## config.mk

```make
export PLATFORM = sky130hd
export DESIGN_NAME = driver
export DESIGN_NICKNAME = d
export VERILOG_FILES = /design/src/rtl/driver_pkg.sv /design/src/rtl/driver_arm_timer.sv /design/src/rtl/driver.sv
export SDC_FILE = /design/constraint.sdc
export NUM_CORES = 1
export LEC_CHECK = 0
export CORE_AREA = 2 2 39 41
export CTS_BUF_LIST = sky130_fd_sc_hd__clkbuf_16
export CTS_CLUSTER_DIAMETER = 100
export DETAILED_ROUTE_END_ITERATION = 12
export DIE_AREA = 0 0 41 43
export GPL_TIMING_DRIVEN = 0
export SLEW_MARGIN = 15
export SYNTH_ARGS = -nofsm -noshare
export SYNTH_HDL_FRONTEND = slang
export SYNTH_HIERARCHICAL = 1
export SYNTH_SLANG_ARGS = --single-unit
```

## constraint.sdc

```tcl
create_clock -name clock -period 2.6 [get_ports clock]
set_clock_uncertainty 0.15 [all_clocks]
set_input_delay 0.78 -clock clock [delete_from_list [all_inputs] [get_ports clock]]
set_output_delay 0.78 -clock clock [all_outputs]
set_load 0.02 [all_outputs]
```

## src/rtl/driver_pkg.sv

```systemverilog
// Shared definitions for the passive-arming controller: state encoding and
// default timing parameters.
package driver_pkg;

  typedef enum logic [1:0] {
    DISARMED  = 2'd0,
    DOOR_OPEN = 2'd1,
    COUNTING  = 2'd2,
    ARMED     = 2'd3
  } state_t;

  localparam int ARM_DELAY_DEF = 10;
  localparam int CNT_W_DEF     = 4;

endpackage

```

## src/rtl/driver_arm_timer.sv

```systemverilog
// Arming delay counter: counts enabled cycles, saturates at ARM_DELAY-1 and
// flags done while enabled at that terminal value.
module arm_timer
  import driver_pkg::*;
#(
  parameter int ARM_DELAY = ARM_DELAY_DEF,
  parameter int CNT_W     = CNT_W_DEF
) (
  input  logic clock,
  input  logic reset,
  input  logic clear,
  input  logic enable,
  output logic done
);

  localparam logic [CNT_W-1:0] LAST = CNT_W'(ARM_DELAY - 1);

  logic [CNT_W-1:0] count_reg;

  always_ff @(posedge clock) begin
    if (reset || clear) begin
      count_reg <= '0;
    end else if (enable && (count_reg != LAST)) begin
      count_reg <= count_reg + 1'b1;
    end
  end

  assign done = enable && (count_reg == LAST);

endmodule

```

## src/rtl/driver.sv

```systemverilog
// Passive-arming FSM: arms the alarm a fixed delay after the driver door is
// opened and closed with ignition off; ignition on disarms at once.
module driver
  import driver_pkg::*;
#(
  parameter int ARM_DELAY = ARM_DELAY_DEF,
  parameter int CNT_W     = CNT_W_DEF
) (
  input  logic clock,
  input  logic reset,
  input  logic door,
  input  logic ignicao,
  output logic armar
);

  state_t state_reg, state_next;
  logic   armar_reg;
  logic   timer_enable, timer_clear, timer_done;

  arm_timer #(
    .ARM_DELAY (ARM_DELAY),
    .CNT_W     (CNT_W)
  ) u_arm_timer (
    .clock  (clock),
    .reset  (reset),
    .clear  (timer_clear),
    .enable (timer_enable),
    .done   (timer_done)
  );

  // Ignition is tested first in every state so it always beats the door.
  always_comb begin
    state_next = state_reg;
    case (state_reg)
      DISARMED: begin
        if (!ignicao && door) state_next = DOOR_OPEN;
      end
      DOOR_OPEN: begin
        if (ignicao)    state_next = DISARMED;
        else if (!door) state_next = COUNTING;
      end
      COUNTING: begin
        if (ignicao)         state_next = DISARMED;
        else if (door)       state_next = DOOR_OPEN;
        else if (timer_done) state_next = ARMED;
      end
      ARMED: begin
        if (ignicao) state_next = DISARMED;
      end
      default: state_next = DISARMED;
    endcase
  end

  // The counter only runs while counting and is zeroed whenever we are not
  // going to be counting next, so every entry starts from zero.
  assign timer_enable = (state_reg == COUNTING);
  assign timer_clear  = (state_next != COUNTING);

  always_ff @(posedge clock) begin
    if (reset) begin
      state_reg <= DISARMED;
      armar_reg <= 1'b0;
    end else begin
      state_reg <= state_next;
      armar_reg <= (state_next == ARMED);
    end
  end

  assign armar = armar_reg;

endmodule

```

==> impl_results.md <==
* CP peak stage delay at 0.59 ns
* Clock transition at the registers of the reported paths at 0.04 ns
* All-Layer GR Usage at 10.1%
* Core area at 0.00138 sq mm
* Synth-to-layout area growth at 37.9%
* Post-Synthesis Cells at 39
* Worst path slowest cell: clkdlybuf4s50_1
* Static Leak at 0.000244 uW
* Post-DR wirelength/cell at 10.2 um
* Hold-fix buffers at CTS at 0
* Hpwl dp at 428 um
* N_diodes at 0
* Final period util at 78.6%
* Critical-path cell list: clkdlybuf4s50_1
* Gp weighted congestion at 0.678
* RSZ-0062 raised after global routing: no
* Fin cells at 63
* Share of layout cells above drive strength 1 at 12.8%
* Most common cell after layout, fill and taps aside: dfxtp_1
* Via Count at 288
* Initial drt markers at 3
* Sink Count at 7
* DIE WIDTH at 41 um
* # IOs at 5
* First-pass GRT wire length at 993 um
* Max-cap check violation count at 0
* Critical path endpoint category: output pin
* PD cells at 749 mW/mm^2
* Register area share after synthesis at 38.2%
* Ranking of synthesized cells by area: dfxtp_1 (38%), ha_1 (6.8%), nand3b_4 (5.5%), xor2_1 (4.8%), nand2_1 (4.1%)
* # rows at 14
* Post-route ant nets at 0
* Dpl ws at 0.385 ns
* Worst-Margin Slew at 0.363 ns
* Max Buffers Root-to-Sink at 2
* Synthesized Nets at 45
* CTS resizes at 0
* Setup bufs post-CTS at 0
* Final worst slack at 0.556 ns
* Tmin final at 2.04 ns
* Post-synth top area cell: dfxtp_1
* CP top delay family: buffers and inverters
* DIE AREA at 0.00176 sq mm
* # nets final at 54
* Req. time, crit path at 1.67 ns
* Largest fanout on the critical path at 1
* Relative slew margins at 75.6%
* Vias in the first global route at 236
* Most frequent cells in the layout: dfxtp_1 (7), nor2_1 (4), nand2_1 (4), clkdlybuf4s50_1 (4)
* Final setup viols at 0
* Largest net degree at the start of global routing at 8
* Fillers at 146
* Grt ovf at 0
* Clock root buffer: clkbuf_16
* Syn Std Cell Area at 367 sq um
* Final Hold Fails at 0
* DRT Pass-1 Iters at 4
* Largest register FFs at 4
* Initial antenna violation count at 0
* Via density at 4.57
* Post-synth top area share at 38.2%
* Crit path DAT at 1.11 ns
* DRC at 0
* Status: completed
* Total Wirelength at 641 um
* Tot Pwr at 379 uW
* Starting Density at 26.5%
* Pins Over Slew Limit at 0
* Port bufs at 4
* Num CTS Buffers at 3
* CP startpoint kind: flip-flop
* Worst setup path class: flip-flop to output pin
* Final setup TNS at 0 ns
* Critical path buffer and inverter count at 1
* Mean Syn Cell Area at 9.40 sq um
* Hold crit path type: flip-flop to flip-flop
* Number of synthesized register bits at 7
* Fmax achieved at 489 MHz
* Cells after DPL at 59
* H-Tree Depth at 1
* Die height at 43 um
* CTS tree: yes
* Netlist cell types at 22
* Warnings from Yosys at 6
* Worst-Skew Late Latency at 0.23 ns
* VDD IR max at 360 uV
==> where the power goes <==
part	total, uW	internal, uW	switching [uW]
clock	257	200	57.5
sequential	110	109	1.24
combinational	11.3	6.54	4.79
total	379	315	63.5
==> layout make-up <==
| class | instances | area [sq um] | share of cell area [%] |
|---|---|---|---|
| clock buffers | 3 | 75.1 | 14.9 |
| clock inverters | 1 | 3.75 | 0.743 |
| inverters | 2 | 7.51 | 1.49 |
| multi-input cells | 30 | 219 | 43.3 |
| flip-flops and latches | 7 | 140 | 27.7 |
| well taps | 16 | 20.0 | 3.96 |
| repair buffers | 4 | 40.0 | 7.92 |
==> synthesized netlist by cell type <==
library cell,count
nor4_1,1
ha_1,2
mux2i_1,1
nor2b_1,2
o21bai_1,1
a21boi_0,1
a311o_1,1
o21a_1,2
o21ai_1,1
dfxtp_1,7
xor2_1,2
inv_1,2
a21oi_2,1
nand2_1,4
nor2_1,4
nand3b_4,1
or3_1,1
nand4_1,1
and2b_2,1
o211a_1,1
nor3_1,1
nor3b_1,1
==> per-layer routing <==
metal  share of wire [%]  up-vias  global-route usage, %
li1                    -      154                      -
met1                  47      125                   11.0
met2                  41        5                   10.3
met3                 6.4        4                   7.85
met4                 5.1        0                   12.0
met5                   0        -                      0
==> stage by stage <==
stage | area (sq um) | utilization, % | hold slack [ns]
after CTS | 505 | 36.5 | 0.356
after global routing | 505 | 36.5 | 0.392
after detailed placement | 427 | 30.8 | 0.351
after global placement | 427 | 30.8 | 0.349
after floorplan | 367 | - | 0.321
final | 505 | 36.5 | 0.358
==> cell families (layout without fill, tap and decap cells) <==
kind of cell / count (synthesis) / count (layout) / share of synthesized area [%]
buf+inv: 2 / 10 / 2.05
flops: 7 / 7 / 38.2
simple gates: 17 / 17 / 28.0
xor+xnor: 2 / 2 / 4.78
fa+ha+maj: 2 / 2 / 6.82
compound gates: 8 / 8 / 17.4
mux: 1 / 1 / 2.73
==> worst paths after layout <==
path / startpoint / endpoint / slack [ns] / cells after the start
setup / recovery: armar / armar / 0.56 / 1
hold / removal: u_arm_timer/count_reg[1] / u_arm_timer/count_reg[1] / 0.36 / 2
hold reg to reg: u_arm_timer/count_reg[1] / u_arm_timer/count_reg[1] / 0.36 / 2
setup reg to reg: state_reg[0] / u_arm_timer/count_reg[0] / 0.73 / 7
Note: power is estimated with default switching activity, not from simulation.
